$ cat src/rtl/axi_buf_pkg.sv
// Shared constants, channel enum and payload sizing for the AXI elastic buffer.
package axi_buf_pkg;

    localparam int unsigned MAX_DEPTH = 16;
    localparam int unsigned CNT_W     = 5;
    localparam int unsigned NUM_CHAN  = 5;

    typedef enum logic [2:0] {AW, W, B, AR, R} chan_e;

    // Sum of all non-handshake signal widths of one channel of axi_if.
    function automatic int unsigned payload_width(
        input chan_e       ch,
        input int unsigned addr_w,
        input int unsigned data_w,
        input int unsigned id_w,
        input int unsigned user_w
    );
        case (ch)
            AW, AR:  payload_width = id_w + addr_w + 8 + 3 + 2 + 1 + 4 + 3 + 4 + user_w;
            W:       payload_width = data_w + data_w / 8 + 1 + user_w;
            B:       payload_width = id_w + 2 + user_w;
            default: payload_width = id_w + data_w + 2 + 1 + user_w;
        endcase
    endfunction

endpackage

$ cat src/rtl/axi_if.sv
// Team AXI4 interface; field order here defines the buffer payload packing.
interface axi_if #(
    parameter int unsigned ADDR_W = 32,
    parameter int unsigned DATA_W = 64,
    parameter int unsigned ID_W   = 4,
    parameter int unsigned USER_W = 1
);
    logic [ID_W-1:0]     aw_id;
    logic [ADDR_W-1:0]   aw_addr;
    logic [7:0]          aw_len;
    logic [2:0]          aw_size;
    logic [1:0]          aw_burst;
    logic                aw_lock;
    logic [3:0]          aw_cache;
    logic [2:0]          aw_prot;
    logic [3:0]          aw_qos;
    logic [USER_W-1:0]   aw_user;
    logic                aw_valid;
    logic                aw_ready;

    logic [DATA_W-1:0]   w_data;
    logic [DATA_W/8-1:0] w_strb;
    logic                w_last;
    logic [USER_W-1:0]   w_user;
    logic                w_valid;
    logic                w_ready;

    logic [ID_W-1:0]     b_id;
    logic [1:0]          b_resp;
    logic [USER_W-1:0]   b_user;
    logic                b_valid;
    logic                b_ready;

    logic [ID_W-1:0]     ar_id;
    logic [ADDR_W-1:0]   ar_addr;
    logic [7:0]          ar_len;
    logic [2:0]          ar_size;
    logic [1:0]          ar_burst;
    logic                ar_lock;
    logic [3:0]          ar_cache;
    logic [2:0]          ar_prot;
    logic [3:0]          ar_qos;
    logic [USER_W-1:0]   ar_user;
    logic                ar_valid;
    logic                ar_ready;

    logic [ID_W-1:0]     r_id;
    logic [DATA_W-1:0]   r_data;
    logic [1:0]          r_resp;
    logic                r_last;
    logic [USER_W-1:0]   r_user;
    logic                r_valid;
    logic                r_ready;

    modport Master (
        output aw_id, aw_addr, aw_len, aw_size, aw_burst, aw_lock, aw_cache, aw_prot, aw_qos,
               aw_user, aw_valid,
        input  aw_ready,
        output w_data, w_strb, w_last, w_user, w_valid,
        input  w_ready,
        input  b_id, b_resp, b_user, b_valid,
        output b_ready,
        output ar_id, ar_addr, ar_len, ar_size, ar_burst, ar_lock, ar_cache, ar_prot, ar_qos,
               ar_user, ar_valid,
        input  ar_ready,
        input  r_id, r_data, r_resp, r_last, r_user, r_valid,
        output r_ready
    );

    modport Slave (
        input  aw_id, aw_addr, aw_len, aw_size, aw_burst, aw_lock, aw_cache, aw_prot, aw_qos,
               aw_user, aw_valid,
        output aw_ready,
        input  w_data, w_strb, w_last, w_user, w_valid,
        output w_ready,
        output b_id, b_resp, b_user, b_valid,
        input  b_ready,
        input  ar_id, ar_addr, ar_len, ar_size, ar_burst, ar_lock, ar_cache, ar_prot, ar_qos,
               ar_user, ar_valid,
        output ar_ready,
        output r_id, r_data, r_resp, r_last, r_user, r_valid,
        input  r_ready
    );

endinterface

$ cat src/rtl/axi_buf_fifo.sv
// Generic valid/ready circular FIFO; DEPTH = 0 collapses to a combinational pass-through.
module axi_buf_fifo
    import axi_buf_pkg::*;
#(
    parameter int unsigned WIDTH = 1,
    parameter int unsigned DEPTH = 2
) (
    input  logic             clk,
    input  logic             rst,
    input  logic             in_valid,
    output logic             in_ready_c,
    input  logic [WIDTH-1:0] in_data,
    output logic             out_valid_c,
    input  logic             out_ready,
    output logic [WIDTH-1:0] out_data_c,
    output logic [CNT_W-1:0] occ,
    output logic [CNT_W-1:0] occ_nxt_c
);

    if (DEPTH == 0) begin : g_bypass
        logic unused_clk;
        assign unused_clk  = clk;
        assign in_ready_c  = out_ready & ~rst;
        assign out_valid_c = in_valid & ~rst;
        assign out_data_c  = in_data;
        assign occ         = '0;
        assign occ_nxt_c   = '0;
    end else begin : g_fifo
        localparam int unsigned    PTR_W = (DEPTH > 1) ? $clog2(DEPTH) : 1;
        localparam logic [PTR_W-1:0] LAST = PTR_W'(DEPTH - 1);

        logic [WIDTH-1:0] mem [DEPTH];
        logic [PTR_W-1:0] wr_ptr;
        logic [PTR_W-1:0] rd_ptr;
        logic [CNT_W-1:0] count;
        logic             push;
        logic             pop;

        // Ready depends only on local occupancy, never on out_ready.
        always_comb begin
            in_ready_c  = 1'b0;
            out_valid_c = 1'b0;
            if (!rst) begin
                in_ready_c  = count < CNT_W'(DEPTH);
                out_valid_c = count != '0;
            end
            push      = in_valid & in_ready_c;
            pop       = out_valid_c & out_ready;
            occ_nxt_c = rst ? '0 : count + CNT_W'(push) - CNT_W'(pop);
        end

        always_ff @(posedge clk) begin
            if (rst) begin
                wr_ptr <= '0;
                rd_ptr <= '0;
                count  <= '0;
            end else begin
                if (push) wr_ptr <= (wr_ptr == LAST) ? '0 : wr_ptr + PTR_W'(1);
                if (pop)  rd_ptr <= (rd_ptr == LAST) ? '0 : rd_ptr + PTR_W'(1);
                count <= occ_nxt_c;
            end
        end

        // Storage is deliberately left unreset.
        always_ff @(posedge clk) begin
            if (push) mem[wr_ptr] <= in_data;
        end

        assign out_data_c = mem[rd_ptr];
        assign occ        = count;
    end

endmodule

$ cat src/rtl/axi_buf.sv
// Five-channel AXI elastic buffer: payload pack/unpack around one FIFO per channel.
module axi_buf
    import axi_buf_pkg::*;
#(
    parameter int unsigned ADDR_W   = 32,
    parameter int unsigned DATA_W   = 64,
    parameter int unsigned ID_W     = 4,
    parameter int unsigned USER_W   = 1,
    parameter int unsigned AW_DEPTH = 2,
    parameter int unsigned W_DEPTH  = 4,
    parameter int unsigned B_DEPTH  = 2,
    parameter int unsigned AR_DEPTH = 2,
    parameter int unsigned R_DEPTH  = 4
) (
    input  logic                      clk,
    input  logic                      rst,
    axi_if.Slave                      slv,
    axi_if.Master                     mst,
    output logic [NUM_CHAN*CNT_W-1:0] occ,
    output logic                      idle
);

    localparam int unsigned AW_PW = payload_width(AW, ADDR_W, DATA_W, ID_W, USER_W);
    localparam int unsigned W_PW  = payload_width(W,  ADDR_W, DATA_W, ID_W, USER_W);
    localparam int unsigned B_PW  = payload_width(B,  ADDR_W, DATA_W, ID_W, USER_W);
    localparam int unsigned AR_PW = payload_width(AR, ADDR_W, DATA_W, ID_W, USER_W);
    localparam int unsigned R_PW  = payload_width(R,  ADDR_W, DATA_W, ID_W, USER_W);

    logic [AW_PW-1:0] aw_in, aw_out;
    logic [W_PW-1:0]  w_in,  w_out;
    logic [B_PW-1:0]  b_in,  b_out;
    logic [AR_PW-1:0] ar_in, ar_out;
    logic [R_PW-1:0]  r_in,  r_out;

    logic [CNT_W-1:0] occ_ch  [NUM_CHAN];
    logic [CNT_W-1:0] occ_nxt [NUM_CHAN];

    assign aw_in = {slv.aw_id, slv.aw_addr, slv.aw_len, slv.aw_size, slv.aw_burst, slv.aw_lock,
                    slv.aw_cache, slv.aw_prot, slv.aw_qos, slv.aw_user};
    assign {mst.aw_id, mst.aw_addr, mst.aw_len, mst.aw_size, mst.aw_burst, mst.aw_lock,
            mst.aw_cache, mst.aw_prot, mst.aw_qos, mst.aw_user} = aw_out;

    assign w_in = {slv.w_data, slv.w_strb, slv.w_last, slv.w_user};
    assign {mst.w_data, mst.w_strb, mst.w_last, mst.w_user} = w_out;

    assign b_in = {mst.b_id, mst.b_resp, mst.b_user};
    assign {slv.b_id, slv.b_resp, slv.b_user} = b_out;

    assign ar_in = {slv.ar_id, slv.ar_addr, slv.ar_len, slv.ar_size, slv.ar_burst, slv.ar_lock,
                    slv.ar_cache, slv.ar_prot, slv.ar_qos, slv.ar_user};
    assign {mst.ar_id, mst.ar_addr, mst.ar_len, mst.ar_size, mst.ar_burst, mst.ar_lock,
            mst.ar_cache, mst.ar_prot, mst.ar_qos, mst.ar_user} = ar_out;

    assign r_in = {mst.r_id, mst.r_data, mst.r_resp, mst.r_last, mst.r_user};
    assign {slv.r_id, slv.r_data, slv.r_resp, slv.r_last, slv.r_user} = r_out;

    axi_buf_fifo #(.WIDTH(AW_PW), .DEPTH(AW_DEPTH)) u_aw (
        .clk, .rst,
        .in_valid(slv.aw_valid), .in_ready_c(slv.aw_ready), .in_data(aw_in),
        .out_valid_c(mst.aw_valid), .out_ready(mst.aw_ready), .out_data_c(aw_out),
        .occ(occ_ch[AW]), .occ_nxt_c(occ_nxt[AW])
    );

    axi_buf_fifo #(.WIDTH(W_PW), .DEPTH(W_DEPTH)) u_w (
        .clk, .rst,
        .in_valid(slv.w_valid), .in_ready_c(slv.w_ready), .in_data(w_in),
        .out_valid_c(mst.w_valid), .out_ready(mst.w_ready), .out_data_c(w_out),
        .occ(occ_ch[W]), .occ_nxt_c(occ_nxt[W])
    );

    axi_buf_fifo #(.WIDTH(B_PW), .DEPTH(B_DEPTH)) u_b (
        .clk, .rst,
        .in_valid(mst.b_valid), .in_ready_c(mst.b_ready), .in_data(b_in),
        .out_valid_c(slv.b_valid), .out_ready(slv.b_ready), .out_data_c(b_out),
        .occ(occ_ch[B]), .occ_nxt_c(occ_nxt[B])
    );

    axi_buf_fifo #(.WIDTH(AR_PW), .DEPTH(AR_DEPTH)) u_ar (
        .clk, .rst,
        .in_valid(slv.ar_valid), .in_ready_c(slv.ar_ready), .in_data(ar_in),
        .out_valid_c(mst.ar_valid), .out_ready(mst.ar_ready), .out_data_c(ar_out),
        .occ(occ_ch[AR]), .occ_nxt_c(occ_nxt[AR])
    );

    axi_buf_fifo #(.WIDTH(R_PW), .DEPTH(R_DEPTH)) u_r (
        .clk, .rst,
        .in_valid(mst.r_valid), .in_ready_c(mst.r_ready), .in_data(r_in),
        .out_valid_c(slv.r_valid), .out_ready(slv.r_ready), .out_data_c(r_out),
        .occ(occ_ch[R]), .occ_nxt_c(occ_nxt[R])
    );

    assign occ = {occ_ch[R], occ_ch[AR], occ_ch[B], occ_ch[W], occ_ch[AW]};

    // Idle tracks the post-edge counts, so it changes on the same edge as occ.
    always_ff @(posedge clk) begin
        if (rst) idle <= 1'b1;
        else     idle <= (occ_nxt[AW] | occ_nxt[W] | occ_nxt[B] | occ_nxt[AR] | occ_nxt[R]) == '0;
    end

endmodule

$ cat src/flat_wrapper.sv
// flat-port wrapper written by rule: the top's interface ports become plain ports
module axi_buf_flat import axi_buf_pkg::*;
#(
    parameter int unsigned ADDR_W   = 32,
    parameter int unsigned DATA_W   = 64,
    parameter int unsigned ID_W     = 4,
    parameter int unsigned USER_W   = 1,
    parameter int unsigned AW_DEPTH = 2,
    parameter int unsigned W_DEPTH  = 4,
    parameter int unsigned B_DEPTH  = 2,
    parameter int unsigned AR_DEPTH = 2,
    parameter int unsigned R_DEPTH  = 4
)
  (clk, rst, occ, idle, slv_aw_id, slv_aw_addr, slv_aw_len, slv_aw_size, slv_aw_burst, slv_aw_lock, slv_aw_cache, slv_aw_prot, slv_aw_qos, slv_aw_user, slv_aw_valid, slv_aw_ready, slv_w_data, slv_w_strb, slv_w_last, slv_w_user, slv_w_valid, slv_w_ready, slv_b_id, slv_b_resp, slv_b_user, slv_b_valid, slv_b_ready, slv_ar_id, slv_ar_addr, slv_ar_len, slv_ar_size, slv_ar_burst, slv_ar_lock, slv_ar_cache, slv_ar_prot, slv_ar_qos, slv_ar_user, slv_ar_valid, slv_ar_ready, slv_r_id, slv_r_data, slv_r_resp, slv_r_last, slv_r_user, slv_r_valid, slv_r_ready, mst_aw_id, mst_aw_addr, mst_aw_len, mst_aw_size, mst_aw_burst, mst_aw_lock, mst_aw_cache, mst_aw_prot, mst_aw_qos, mst_aw_user, mst_aw_valid, mst_aw_ready, mst_w_data, mst_w_strb, mst_w_last, mst_w_user, mst_w_valid, mst_w_ready, mst_b_id, mst_b_resp, mst_b_user, mst_b_valid, mst_b_ready, mst_ar_id, mst_ar_addr, mst_ar_len, mst_ar_size, mst_ar_burst, mst_ar_lock, mst_ar_cache, mst_ar_prot, mst_ar_qos, mst_ar_user, mst_ar_valid, mst_ar_ready, mst_r_id, mst_r_data, mst_r_resp, mst_r_last, mst_r_user, mst_r_valid, mst_r_ready);
  axi_if #(.ADDR_W(ADDR_W), .DATA_W(DATA_W), .ID_W(ID_W), .USER_W(USER_W)) slv_i ();
  axi_if #(.ADDR_W(ADDR_W), .DATA_W(DATA_W), .ID_W(ID_W), .USER_W(USER_W)) mst_i ();
  input  logic clk;
  input  logic rst;
  output logic [NUM_CHAN*CNT_W-1:0] occ;
  output logic idle;
  input wire logic [$bits(slv_i.aw_id)-1:0] slv_aw_id;
  input wire logic [$bits(slv_i.aw_addr)-1:0] slv_aw_addr;
  input wire logic [$bits(slv_i.aw_len)-1:0] slv_aw_len;
  input wire logic [$bits(slv_i.aw_size)-1:0] slv_aw_size;
  input wire logic [$bits(slv_i.aw_burst)-1:0] slv_aw_burst;
  input wire logic [$bits(slv_i.aw_lock)-1:0] slv_aw_lock;
  input wire logic [$bits(slv_i.aw_cache)-1:0] slv_aw_cache;
  input wire logic [$bits(slv_i.aw_prot)-1:0] slv_aw_prot;
  input wire logic [$bits(slv_i.aw_qos)-1:0] slv_aw_qos;
  input wire logic [$bits(slv_i.aw_user)-1:0] slv_aw_user;
  input wire logic [$bits(slv_i.aw_valid)-1:0] slv_aw_valid;
  output wire logic [$bits(slv_i.aw_ready)-1:0] slv_aw_ready;
  input wire logic [$bits(slv_i.w_data)-1:0] slv_w_data;
  input wire logic [$bits(slv_i.w_strb)-1:0] slv_w_strb;
  input wire logic [$bits(slv_i.w_last)-1:0] slv_w_last;
  input wire logic [$bits(slv_i.w_user)-1:0] slv_w_user;
  input wire logic [$bits(slv_i.w_valid)-1:0] slv_w_valid;
  output wire logic [$bits(slv_i.w_ready)-1:0] slv_w_ready;
  output wire logic [$bits(slv_i.b_id)-1:0] slv_b_id;
  output wire logic [$bits(slv_i.b_resp)-1:0] slv_b_resp;
  output wire logic [$bits(slv_i.b_user)-1:0] slv_b_user;
  output wire logic [$bits(slv_i.b_valid)-1:0] slv_b_valid;
  input wire logic [$bits(slv_i.b_ready)-1:0] slv_b_ready;
  input wire logic [$bits(slv_i.ar_id)-1:0] slv_ar_id;
  input wire logic [$bits(slv_i.ar_addr)-1:0] slv_ar_addr;
  input wire logic [$bits(slv_i.ar_len)-1:0] slv_ar_len;
  input wire logic [$bits(slv_i.ar_size)-1:0] slv_ar_size;
  input wire logic [$bits(slv_i.ar_burst)-1:0] slv_ar_burst;
  input wire logic [$bits(slv_i.ar_lock)-1:0] slv_ar_lock;
  input wire logic [$bits(slv_i.ar_cache)-1:0] slv_ar_cache;
  input wire logic [$bits(slv_i.ar_prot)-1:0] slv_ar_prot;
  input wire logic [$bits(slv_i.ar_qos)-1:0] slv_ar_qos;
  input wire logic [$bits(slv_i.ar_user)-1:0] slv_ar_user;
  input wire logic [$bits(slv_i.ar_valid)-1:0] slv_ar_valid;
  output wire logic [$bits(slv_i.ar_ready)-1:0] slv_ar_ready;
  output wire logic [$bits(slv_i.r_id)-1:0] slv_r_id;
  output wire logic [$bits(slv_i.r_data)-1:0] slv_r_data;
  output wire logic [$bits(slv_i.r_resp)-1:0] slv_r_resp;
  output wire logic [$bits(slv_i.r_last)-1:0] slv_r_last;
  output wire logic [$bits(slv_i.r_user)-1:0] slv_r_user;
  output wire logic [$bits(slv_i.r_valid)-1:0] slv_r_valid;
  input wire logic [$bits(slv_i.r_ready)-1:0] slv_r_ready;
  output wire logic [$bits(mst_i.aw_id)-1:0] mst_aw_id;
  output wire logic [$bits(mst_i.aw_addr)-1:0] mst_aw_addr;
  output wire logic [$bits(mst_i.aw_len)-1:0] mst_aw_len;
  output wire logic [$bits(mst_i.aw_size)-1:0] mst_aw_size;
  output wire logic [$bits(mst_i.aw_burst)-1:0] mst_aw_burst;
  output wire logic [$bits(mst_i.aw_lock)-1:0] mst_aw_lock;
  output wire logic [$bits(mst_i.aw_cache)-1:0] mst_aw_cache;
  output wire logic [$bits(mst_i.aw_prot)-1:0] mst_aw_prot;
  output wire logic [$bits(mst_i.aw_qos)-1:0] mst_aw_qos;
  output wire logic [$bits(mst_i.aw_user)-1:0] mst_aw_user;
  output wire logic [$bits(mst_i.aw_valid)-1:0] mst_aw_valid;
  input wire logic [$bits(mst_i.aw_ready)-1:0] mst_aw_ready;
  output wire logic [$bits(mst_i.w_data)-1:0] mst_w_data;
  output wire logic [$bits(mst_i.w_strb)-1:0] mst_w_strb;
  output wire logic [$bits(mst_i.w_last)-1:0] mst_w_last;
  output wire logic [$bits(mst_i.w_user)-1:0] mst_w_user;
  output wire logic [$bits(mst_i.w_valid)-1:0] mst_w_valid;
  input wire logic [$bits(mst_i.w_ready)-1:0] mst_w_ready;
  input wire logic [$bits(mst_i.b_id)-1:0] mst_b_id;
  input wire logic [$bits(mst_i.b_resp)-1:0] mst_b_resp;
  input wire logic [$bits(mst_i.b_user)-1:0] mst_b_user;
  input wire logic [$bits(mst_i.b_valid)-1:0] mst_b_valid;
  output wire logic [$bits(mst_i.b_ready)-1:0] mst_b_ready;
  output wire logic [$bits(mst_i.ar_id)-1:0] mst_ar_id;
  output wire logic [$bits(mst_i.ar_addr)-1:0] mst_ar_addr;
  output wire logic [$bits(mst_i.ar_len)-1:0] mst_ar_len;
  output wire logic [$bits(mst_i.ar_size)-1:0] mst_ar_size;
  output wire logic [$bits(mst_i.ar_burst)-1:0] mst_ar_burst;
  output wire logic [$bits(mst_i.ar_lock)-1:0] mst_ar_lock;
  output wire logic [$bits(mst_i.ar_cache)-1:0] mst_ar_cache;
  output wire logic [$bits(mst_i.ar_prot)-1:0] mst_ar_prot;
  output wire logic [$bits(mst_i.ar_qos)-1:0] mst_ar_qos;
  output wire logic [$bits(mst_i.ar_user)-1:0] mst_ar_user;
  output wire logic [$bits(mst_i.ar_valid)-1:0] mst_ar_valid;
  input wire logic [$bits(mst_i.ar_ready)-1:0] mst_ar_ready;
  input wire logic [$bits(mst_i.r_id)-1:0] mst_r_id;
  input wire logic [$bits(mst_i.r_data)-1:0] mst_r_data;
  input wire logic [$bits(mst_i.r_resp)-1:0] mst_r_resp;
  input wire logic [$bits(mst_i.r_last)-1:0] mst_r_last;
  input wire logic [$bits(mst_i.r_user)-1:0] mst_r_user;
  input wire logic [$bits(mst_i.r_valid)-1:0] mst_r_valid;
  output wire logic [$bits(mst_i.r_ready)-1:0] mst_r_ready;
  assign slv_i.aw_id = slv_aw_id;
  assign slv_i.aw_addr = slv_aw_addr;
  assign slv_i.aw_len = slv_aw_len;
  assign slv_i.aw_size = slv_aw_size;
  assign slv_i.aw_burst = slv_aw_burst;
  assign slv_i.aw_lock = slv_aw_lock;
  assign slv_i.aw_cache = slv_aw_cache;
  assign slv_i.aw_prot = slv_aw_prot;
  assign slv_i.aw_qos = slv_aw_qos;
  assign slv_i.aw_user = slv_aw_user;
  assign slv_i.aw_valid = slv_aw_valid;
  assign slv_aw_ready = slv_i.aw_ready;
  assign slv_i.w_data = slv_w_data;
  assign slv_i.w_strb = slv_w_strb;
  assign slv_i.w_last = slv_w_last;
  assign slv_i.w_user = slv_w_user;
  assign slv_i.w_valid = slv_w_valid;
  assign slv_w_ready = slv_i.w_ready;
  assign slv_b_id = slv_i.b_id;
  assign slv_b_resp = slv_i.b_resp;
  assign slv_b_user = slv_i.b_user;
  assign slv_b_valid = slv_i.b_valid;
  assign slv_i.b_ready = slv_b_ready;
  assign slv_i.ar_id = slv_ar_id;
  assign slv_i.ar_addr = slv_ar_addr;
  assign slv_i.ar_len = slv_ar_len;
  assign slv_i.ar_size = slv_ar_size;
  assign slv_i.ar_burst = slv_ar_burst;
  assign slv_i.ar_lock = slv_ar_lock;
  assign slv_i.ar_cache = slv_ar_cache;
  assign slv_i.ar_prot = slv_ar_prot;
  assign slv_i.ar_qos = slv_ar_qos;
  assign slv_i.ar_user = slv_ar_user;
  assign slv_i.ar_valid = slv_ar_valid;
  assign slv_ar_ready = slv_i.ar_ready;
  assign slv_r_id = slv_i.r_id;
  assign slv_r_data = slv_i.r_data;
  assign slv_r_resp = slv_i.r_resp;
  assign slv_r_last = slv_i.r_last;
  assign slv_r_user = slv_i.r_user;
  assign slv_r_valid = slv_i.r_valid;
  assign slv_i.r_ready = slv_r_ready;
  assign mst_aw_id = mst_i.aw_id;
  assign mst_aw_addr = mst_i.aw_addr;
  assign mst_aw_len = mst_i.aw_len;
  assign mst_aw_size = mst_i.aw_size;
  assign mst_aw_burst = mst_i.aw_burst;
  assign mst_aw_lock = mst_i.aw_lock;
  assign mst_aw_cache = mst_i.aw_cache;
  assign mst_aw_prot = mst_i.aw_prot;
  assign mst_aw_qos = mst_i.aw_qos;
  assign mst_aw_user = mst_i.aw_user;
  assign mst_aw_valid = mst_i.aw_valid;
  assign mst_i.aw_ready = mst_aw_ready;
  assign mst_w_data = mst_i.w_data;
  assign mst_w_strb = mst_i.w_strb;
  assign mst_w_last = mst_i.w_last;
  assign mst_w_user = mst_i.w_user;
  assign mst_w_valid = mst_i.w_valid;
  assign mst_i.w_ready = mst_w_ready;
  assign mst_i.b_id = mst_b_id;
  assign mst_i.b_resp = mst_b_resp;
  assign mst_i.b_user = mst_b_user;
  assign mst_i.b_valid = mst_b_valid;
  assign mst_b_ready = mst_i.b_ready;
  assign mst_ar_id = mst_i.ar_id;
  assign mst_ar_addr = mst_i.ar_addr;
  assign mst_ar_len = mst_i.ar_len;
  assign mst_ar_size = mst_i.ar_size;
  assign mst_ar_burst = mst_i.ar_burst;
  assign mst_ar_lock = mst_i.ar_lock;
  assign mst_ar_cache = mst_i.ar_cache;
  assign mst_ar_prot = mst_i.ar_prot;
  assign mst_ar_qos = mst_i.ar_qos;
  assign mst_ar_user = mst_i.ar_user;
  assign mst_ar_valid = mst_i.ar_valid;
  assign mst_i.ar_ready = mst_ar_ready;
  assign mst_i.r_id = mst_r_id;
  assign mst_i.r_data = mst_r_data;
  assign mst_i.r_resp = mst_r_resp;
  assign mst_i.r_last = mst_r_last;
  assign mst_i.r_user = mst_r_user;
  assign mst_i.r_valid = mst_r_valid;
  assign mst_r_ready = mst_i.r_ready;
  axi_buf #(.ADDR_W(ADDR_W), .DATA_W(DATA_W), .ID_W(ID_W), .USER_W(USER_W), .AW_DEPTH(AW_DEPTH), .W_DEPTH(W_DEPTH), .B_DEPTH(B_DEPTH), .AR_DEPTH(AR_DEPTH), .R_DEPTH(R_DEPTH)) u_core (.clk(clk), .rst(rst), .slv(slv_i), .mst(mst_i), .occ(occ), .idle(idle));
endmodule
$ cat config.mk
export PLATFORM = sky130hd
export DESIGN_NAME = axi_buf_flat
export DESIGN_NICKNAME = d
export VERILOG_FILES = /design/src/rtl/axi_buf_pkg.sv /design/src/rtl/axi_if.sv /design/src/rtl/axi_buf_fifo.sv /design/src/rtl/axi_buf.sv /design/src/flat_wrapper.sv
export SDC_FILE = /design/constraint.sdc
export NUM_CORES = 1
export LEC_CHECK = 0
export CORE_UTILIZATION = 45
export DETAILED_ROUTE_END_ITERATION = 10
export PLACE_DENSITY_LB_ADDON = 0.1
export SETUP_SLACK_MARGIN = 0.05
export SYNTH_ARGS = -nofsm -noshare
export SYNTH_HDL_FRONTEND = slang
export SYNTH_HIERARCHICAL = 1
export SYNTH_SLANG_ARGS = --single-unit
export TNS_END_PERCENT = 100
$ cat constraint.sdc
create_clock -name clk -period 4.75 [get_ports clk]
set_input_delay 0.95 -clock clk [delete_from_list [all_inputs] [get_ports clk]]
set_output_delay 0.95 -clock clk [all_outputs]
set_load 0.02 [all_outputs]
==> key figures, run 1 <==
STA
  • Fin worst setup slack: 0.819 ns
  • Slew headroom: 38.8%
  • Final TNS setup: 0 ns
  • Final period util: 82.8%
  • Fin crit period: 3.93 ns
  • Fmax: 254 MHz
  • Slew of the pin with the lowest slew margin: 0.918 ns
  • Final Hold Viols: 0
  • Final setup viols: 0
  • Unrepaired setup endpoints after global routing: no
  • Max Clock Skew: 0.0253 ns
  • Fin. max-slew vios: 0

Placed design
  • Placer Congestion: 0.806
  • Dpl ws: 0.672 ns
  • Number of instances in the placed design: 3069
  • PortBufs: 601
  • DP Wirelength: 49900 um

Floorplanning
  • Initial Utilization: 45.4%
  • Die ar.: 0.0760 mm^2
  • Die H: 276 um
  • Die width: 276 um
  • Core ar.: 0.0743 mm^2
  • Site Rows: 100
  • Io pins: 602

Route
  • Final wirelength: 74500 um
  • Routed WL per cell: 23.0 um
  • Initial drt markers: 873
  • Via count: 16.6k
  • Routed Antenna Nets: 0
  • Post-detailed-route via-to-cell ratio: 5.13
  • Drt first pass iters: 4
  • Post-route DRC violation count: 0

Setup path
  • Maximum fanout along the worst path: 26
  • Kind of critical path: reg2out
  • WP data arrival: 2.98 ns
  • Startpoint Class: register
  • Element type at the critical path end: output pin
  • Crit path required time: 3.80 ns

Yosys
  • Ranking of synthesized cells by area: edfxtp_1 (75%), mux4_2 (9.6%), mux2_2 (4.8%)
  • Syn avg cell area: 22.3 um^2
  • Synthesized area: 0.0337 mm^2
  • Post-synth top area share: 75.4%
  • Count of different cell masters after synthesis: 40
  • Synthesized flop and latch total: 893
  • Async SR Flop Fraction: 0%
  • Post-Syn Instances: 1514
  • Synth Net Count: 1859
  • Sequential area share after synthesis: 78.1%
  • Synth area leader: edfxtp_1
  • Ys Warns: 6
  • Post-synth EDFFs: 846
  • Top_reg_cell synth: edfxtp_1

Clock network
  • CTS buffer count: 93
  • Hold Buf Count CTS: 0
  • Clk pin slew, worst setup/hold paths: 0.06 ns
  • Root Driver: clkbuf_16
  • Sink Count: 893
  • CTS tree: built
  • Worst-skew pair later-pin latency: 0.64 ns
  • Postcts setup bufs: 0
  • Resized cells post-CTS: 0
  • H-tree levels: 3
  • Maximum clock path buffer count: 3

GRT
  • Vias in the first global route: 17.6k
  • GR Overflow Total: 0
  • Initial antenna violation count: 13
  • GRT Util Overall: 19.3%
  • Global-route wire length before repair: 108000 um
  • Largest net degree at the start of global routing: 63

Layout
  • Share of post-route cells with drive strength above 1: 21.8%
  • Commonest cells after routing, fill and taps aside: edfxtp_1 (846), clkdlybuf4s50_1 (600), mux2_2 (145)
  • Most common cell after layout, fill and taps aside: edfxtp_1
  • Final nets: 2540
  • Post-Layout Cell Count: 3240
  • Fill cell count: 5493
  • Synthesis-to-finish area growth: 30.6%

Power and ir drop
  • Max VDD drop: 0.000372 V
  • Pwr Density: 572 mW/mm^2
  • Static Leak: 14.4 nW

Min path
  • Hold/Removal Path Class: reg2reg

Outcome
  • Outcome: complete, no violations

Flow run
  • # Max-Cap Violations: 0
==> stage by stage <==
stage                     cell area, um^2  util [%]  total power [mW]  hold slack (ns)
after floorplan                     33700         -              14.8            0.437
after global placement              41000      55.1              18.2            0.446
after detailed placement            41000      55.1              18.2            0.449
after CTS                           44000      59.2              25.5            0.458
after global routing                44000      59.2              26.3            0.483
final                               44000      59.2              25.2            0.451
==> synthesized netlist by cell type (8+ instances only) <==
library cell,number
dfxtp_1,47
nor2b_1,27
mux2_2,145
and2_1,8
nand2_1,10
mux2i_1,9
nor2_1,42
ha_1,51
edfxtp_1,846
buf_2,30
mux4_2,144
a21oi_1,15
inv_1,44
buf_6,8
==> area by class of cell <==
class                           instances  area (um^2)  area share [%]
Clock inverter                         57          646            1.47
Timing Repair Buffer                  642         6430            14.6
Inverter                               44          165           0.375
Tap cell                              969         1210            2.75
Antenna cell                            2         5.00          0.0114
Clock buffer                          112         2400            5.45
Sequential cell                       893        26400            59.9
Multi-Input combinational cell        521         6810            15.5
==> worst paths after layout <==
check / startpoint / end / slack (ns) / cells after the start
min: u_core/u_aw/g_fifo.rd_ptr / register / 0.45 / 1
max: register / slv_r_user / 0.82 / 3
max reg2reg: u_core/u_b/occ[3] / u_core/idle / 1.37 / 15
min reg2reg: u_core/u_aw/g_fifo.rd_ptr / register / 0.45 / 1
==> flip-flops by register name, summed over array words and instances (netlist names), 5 cells and up, named ones only <==
| name | count |
|---|---|
| u_core/u_w/g_fifo.mem | 296 |
| u_core/u_r/g_fifo.mem | 288 |
| u_core/u_ar/g_fifo.mem | 124 |
| u_core/u_aw/g_fifo.mem | 124 |
| u_core/u_b/g_fifo.mem | 14 |
| u_core/u_ar/occ | 5 |
| u_core/u_aw/occ | 5 |
| u_core/u_b/occ | 5 |
| u_core/u_r/occ | 5 |
| u_core/u_w/occ | 5 |
==> logic make-up (layout without fill, tap and decap cells) <==
| kind of cell | count (synthesis) | after routing | share of synthesized area (%) |
|---|---|---|---|
| AND/OR/NAND/NOR | 130 | 130 | 2.32 |
| flip-flops | 893 | 893 | 78.1 |
| multiplexers | 300 | 300 | 14.9 |
| buffers and inverters | 100 | 855 | 1.76 |
| AO/OA/AOI/OAI | 30 | 30 | 0.571 |
| adder cells (fa/ha/maj) | 56 | 56 | 2.19 |
| other | 0 | 2 | 0 |
| XOR/XNOR | 5 | 5 | 0.130 |
==> power breakdown <==
part	internal, mW	total (mW)	switching (mW)
logic	4.06	8.08	4.02
clock network	4.27	7.23	2.97
registers	9.36	9.86	0.506
total	17.7	25.2	7.49
==> worst max-delay path: stages, from the launching register on <==
cell	delay, ns
dfxtp_4	0.71
buf_4	0.42
mux4_1	0.58
clkdlybuf4s50_1	0.60
==> metal layers <==
metal | part of all wire [%] | GRT usage, %
met5 | 0.20 | 0
met4 | 2.6 | 6.56
met3 | 7.5 | 6.37
met2 | 52 | 32.8
met1 | 38 | 23.2
(Power assumes the default switching activity.)
==> run 2: changes to the inputs <==
clock period = 3.75 ns   (was 4.75 ns; I/O delays follow)
==> run 2 against run 1 <==
Cell area increased by 0.24%. Worst setup slack got worse by 0.50 ns. Critical path type unchanged. Critical path depth unchanged. Largest cell class unchanged. Largest power group unchanged.
==> key figures, run 2 (same netlist as run 1, synthesis figures left out) <==
Floorplanning
  • Core ar.: 0.0743 mm^2
  • Io pins: 602
  • Die H: 276 um
  • Site Rows: 100
  • Initial Utilization: 45.4%
  • Die ar.: 0.0760 mm^2
  • Die width: 276 um

GRT
  • GR Overflow Total: 0
  • Gr busiest metal: met2
  • Met2 GRT Util: 32.3%
  • Vias in the first global route: 17.5k
  • Met3 GRT Util: 6.74%
  • Initial antenna violation count: 14
  • Largest net degree at the start of global routing: 63
  • GRT Util Overall: 18.9%
  • M1 GR Usage: 22.3%
  • Global-route wire length before repair: 106000 um

Clock network
  • Clk pin slew, worst setup/hold paths: 0.05 ns
  • Sink Count: 893
  • H-tree levels: 3
  • Resized cells post-CTS: 0
  • Hold Buf Count CTS: 0
  • Root Driver: clkbuf_16
  • Postcts setup bufs: 0
  • CTS tree: built
  • Worst-skew pair later-pin latency: 0.64 ns
  • Maximum clock path buffer count: 3
  • CTS buffer count: 92

Min path
  • Hold/Removal Path Class: reg2reg
  • Hold path startpoint: u_core/u_aw/g_fifo.rd_ptr
  • Hold path cells: 1

Layout
  • Fill cell count: 5485
  • Max reg flops: 296
  • Largest register by flop count: u_core/u_w/g_fifo.mem
  • Commonest cells after routing, fill and taps aside: edfxtp_1 (846), clkdlybuf4s50_1 (600), mux2_2 (145)
  • Final nets: 2549
  • Post-Layout Cell Count: 3253
  • Synthesis-to-finish area growth: 30.9%
  • Final design utilization: 59.4%
  • Biggest regs: u_core/u_w/g_fifo.mem (296), u_core/u_r/g_fifo.mem (288)
  • Share of post-route cells with drive strength above 1: 21.9%
  • Most common cell after layout, fill and taps aside: edfxtp_1

Setup path
  • Crit path required time: 3.00 ns
  • Worst path top cell family by delay: buffers and inverters
  • Critical R2R Launch: u_core/u_b/occ[3]
  • WP data arrival: 2.68 ns
  • Slowest CP cell: mux4_1
  • Worst r2r path cells: 15
  • Element type at the critical path end: output pin
  • Crit path cell chain: buf_12, mux4_1, clkdlybuf4s50_1
  • Startpoint Class: register
  • Buf/Inv on CP: 2
  • Maximum fanout along the worst path: 36
  • Kind of critical path: reg2out
  • CP max stage delay: 0.63 ns
  • R2R Setup Slk: 0.51 ns
  • Worst path depth: 3

Power and ir drop
  • Pwr Density: 711 mW/mm^2
  • Static Leak: 14.4 nW
  • Internal cell power: 22.0 mW
  • Logic gate share of total power: 33.7%
  • Total power: 31.4 mW
  • Max VDD drop: 0.000517 V
  • Register share of total power: 39.1%
  • Switching pwr: 9.40 mW
  • Switching share of power: 29.9%
  • Clock share of power: 27.2%

STA
  • Final Hold Viols: 0
  • Slew headroom: 52.0%
  • Slew of the pin with the lowest slew margin: 0.720 ns
  • Final setup viols: 0
  • Fmax: 292 MHz
  • Max Clock Skew: 0.0282 ns
  • Unrepaired setup endpoints after global routing: no
  • Final period util: 91.4%
  • Fin. max-slew vios: 0
  • Fin crit period: 3.43 ns

Placed design
  • Number of instances in the placed design: 3079
  • PortBufs: 601
  • Placer Congestion: 0.766
  • DP Wirelength: 49200 um

Outcome
  • Outcome: complete, no violations

Route
  • Drt first pass iters: 4
  • Final wirelength: 73200 um
  • Routed Antenna Nets: 0
  • Post-detailed-route via-to-cell ratio: 5.08
  • Via count: 16.5k
  • Routed WL per cell: 22.5 um
  • Post-route DRC violation count: 0
  • Initial drt markers: 831

Flow run
  • # Max-Cap Violations: 0
[run 2: final cells by class]
type,instances,area (um^2),area share [%]
Timing Repair Buffer,652,6720,15.2
Multi-Input combinational cell,521,6810,15.4
Inverter,44,165,0.374
Clock inverter,60,457,1.03
Tap cell,969,1210,2.75
Clock buffer,107,2390,5.41
Antenna cell,7,17.5,0.0397
Sequential cell,893,26400,59.7
[run 2: routing by layer]
layer | wire, um | up-vias | part of all wire [%]
met4 | 1270 | 18 | 1.7
li1 | - | 7568 | -
met5 | 112 | - | 0.15
met2 | 38400 | 388 | 53
met3 | 5890 | 91 | 8.1
met1 | 27500 | 8463 | 38
[run 2: worst paths after layout]
check,end
max,slv_r_id[3]
max reg2reg,u_core/idle
min reg2reg,register
min,register
[run 2: power groups by stage]
stage | clock [mW] | sequential, mW | combinational (mW)
floorplan | 0 | 12.4 | 6.24
global placement | 0 | 12.5 | 10.7
detailed placement | 0 | 12.5 | 10.7
CTS | 8.79 | 12.3 | 10.8
global route | 9.17 | 12.4 | 11.3
finish | 8.54 | 12.3 | 10.6
[run 2: stage by stage]
stage	area (um^2)	hold slack (ns)	setup WS, ns	setup TNS (ns)
2_1_floorplan	33700	0.437	0.204	0
3_3_place_gp	41300	0.442	-0.123	-0.123
3_5_place_dp	41300	0.452	-0.139	-0.139
4_1_cts	44100	0.461	0.208	0
5_1_grt	44100	0.484	0.149	0
6_report	44100	0.451	0.322	0
==> run 3: changes to the inputs <==
MAX_ROUTING_LAYER = met4   (was default)
==> run 3 against run 2 <==
Power is essentially flat. First-iteration DRC count up 5.3%. Routed wire length up 0.10%. Non-clock buffer count unchanged. Worst setup slack better by 0.0011 ns. Combinational power is essentially flat. Clock skew shrank 0.0035 ns. Count of clock-buffer cells in the layout unchanged. Cell count up 0.28%. Cell area about the same. Critical path type unchanged.
==> key figures, run 3 (same netlist as run 1, synthesis figures left out) <==
GRT
  • Gr busiest metal: met2
  • Met2 GRT Util: 32.2%
  • Global-route wire length before repair: 106000 um
  • GRT Util Overall: 19.5%
  • Largest net degree at the start of global routing: 63
  • Initial antenna violation count: 14
  • Met3 GRT Util: 6.73%
  • GR Overflow Total: 0
  • M1 GR Usage: 22.4%
  • Vias in the first global route: 17.5k

Route
  • Post-route DRC violation count: 0
  • Routed Antenna Nets: 0
  • Post-detailed-route via-to-cell ratio: 5.08
  • Via count: 16.6k
  • Initial drt markers: 875
  • Final wirelength: 73200 um
  • Drt first pass iters: 5
  • Routed WL per cell: 22.5 um

STA
  • Max Clock Skew: 0.0246 ns
  • Fmax: 292 MHz
  • Final setup viols: 0
  • Fin worst setup slack: 0.323 ns
  • Final period util: 91.4%
  • Fin. max-slew vios: 0
  • Slew headroom: 52.5%
  • Slew of the pin with the lowest slew margin: 0.713 ns
  • Fin crit period: 3.43 ns
  • Hold WS: 0.452 ns
  • Unrepaired setup endpoints after global routing: no
  • Final Hold Viols: 0

Power and ir drop
  • Max VDD drop: 0.000516 V
  • Pwr Density: 711 mW/mm^2
  • Static Leak: 14.4 nW
  • Total power: 31.4 mW

Layout
  • Fill cell count: 5484
  • Post-route cell area: 0.0442 mm^2
  • Max reg flops: 296
  • Most common cell after layout, fill and taps aside: edfxtp_1
  • Share of post-route cells with drive strength above 1: 21.9%
  • Synthesis-to-finish area growth: 31.0%
  • Largest register by flop count: u_core/u_w/g_fifo.mem
  • Final nets: 2549
  • Biggest regs: u_core/u_w/g_fifo.mem (296), u_core/u_r/g_fifo.mem (288)
  • Commonest cells after routing, fill and taps aside: edfxtp_1 (846), clkdlybuf4s50_1 (600), mux2_2 (145)
  • Final design utilization: 59.4%

Clock network
  • Postcts setup bufs: 0
  • Root Driver: clkbuf_16
  • Maximum clock path buffer count: 3
  • H-tree levels: 3
  • CTS buffer count: 92
  • Clk pin slew, worst setup/hold paths: 0.06 ns
  • CTS tree: built
  • Hold Buf Count CTS: 0
  • Resized cells post-CTS: 0
  • Sink Count: 893
  • Worst-skew pair later-pin latency: 0.63 ns

Placed design
  • PortBufs: 601
  • Placer Congestion: 0.776
  • DP Wirelength: 49200 um
  • Dpl ws: -0.139 ns
  • Placed Area: 0.0413 mm^2

Flow run
  • # Max-Cap Violations: 0

Setup path
  • R2R Setup Slk: 0.51 ns
  • Element type at the critical path end: output pin
  • Maximum fanout along the worst path: 36
  • Crit path required time: 3.00 ns
  • Worst r2r path cells: 15
  • Startpoint Class: register
  • WP data arrival: 2.68 ns
  • Critical R2R Launch: u_core/u_b/occ[3]
  • Reg-to-Reg End: u_core/idle
  • Kind of critical path: reg2out

Floorplanning
  • Site Rows: 100
  • Core ar.: 0.0743 mm^2
  • Initial Utilization: 45.4%
  • Io pins: 602
  • Die H: 276 um
  • Die ar.: 0.0760 mm^2
  • Die width: 276 um

Outcome
  • Outcome: complete, no violations

Min path
  • Hold path cells: 1
  • Hold path startpoint: u_core/u_aw/g_fifo.rd_ptr
  • Hold/Removal Path Class: reg2reg
[run 3: cell type report]
type                    count  area, um^2  share of cell area (%)
diodes                     16        40.0                  0.0907
clock buffers             107        2390                    5.41
clock inverters            60         457                    1.03
inverters                  44         165                   0.374
multi-input cells         521        6810                    15.4
flip-flops and latches    893       26400                    59.7
well taps                 969        1210                    2.75
repair buffers            652        6720                    15.2
[run 3: per-layer routing]
| layer | part of all wire (%) | routed length (um) |
|---|---|---|
| met5 | 0 | 0 |
| met2 | 52 | 38400 |
| met4 | 1.8 | 1280 |
| met3 | 8.3 | 6080 |
| met1 | 38 | 27500 |
[run 3: worst max-delay path by stage]
stage,startpoint,to,slack (ns),cells after the start
floorplan,rst,u_core/u_w/g_fifo.mem[0][0],0.20,4
global placement,slv_w_valid,u_core/idle,-0.12,15
detailed placement,slv_w_valid,u_core/idle,-0.14,15
CTS,register,slv_r_id[3],0.21,3
global route,register,slv_r_id[3],0.15,3
finish,register,slv_r_id[3],0.32,3
[run 3: power by group]
part | switching [mW] | internal, mW
Combinational | 5.27 | 5.29
Clock | 3.69 | 4.85
Sequential | 0.441 | 11.8
Total | 9.40 | 22.0
[run 3: worst max-delay path: stages (launching register included)]
cell,delay [ns]
dfxtp_4,0.52
buf_12,0.32
mux4_1,0.63
clkdlybuf4s50_1,0.57
[run 3: metrics by stage]
step                TNS [ns]  std cells
floorplan                  0       1514
global placement      -0.123       3079
detailed placement    -0.139       3079
CTS                        0       3246
global route               0       3260
finish                     0       3262
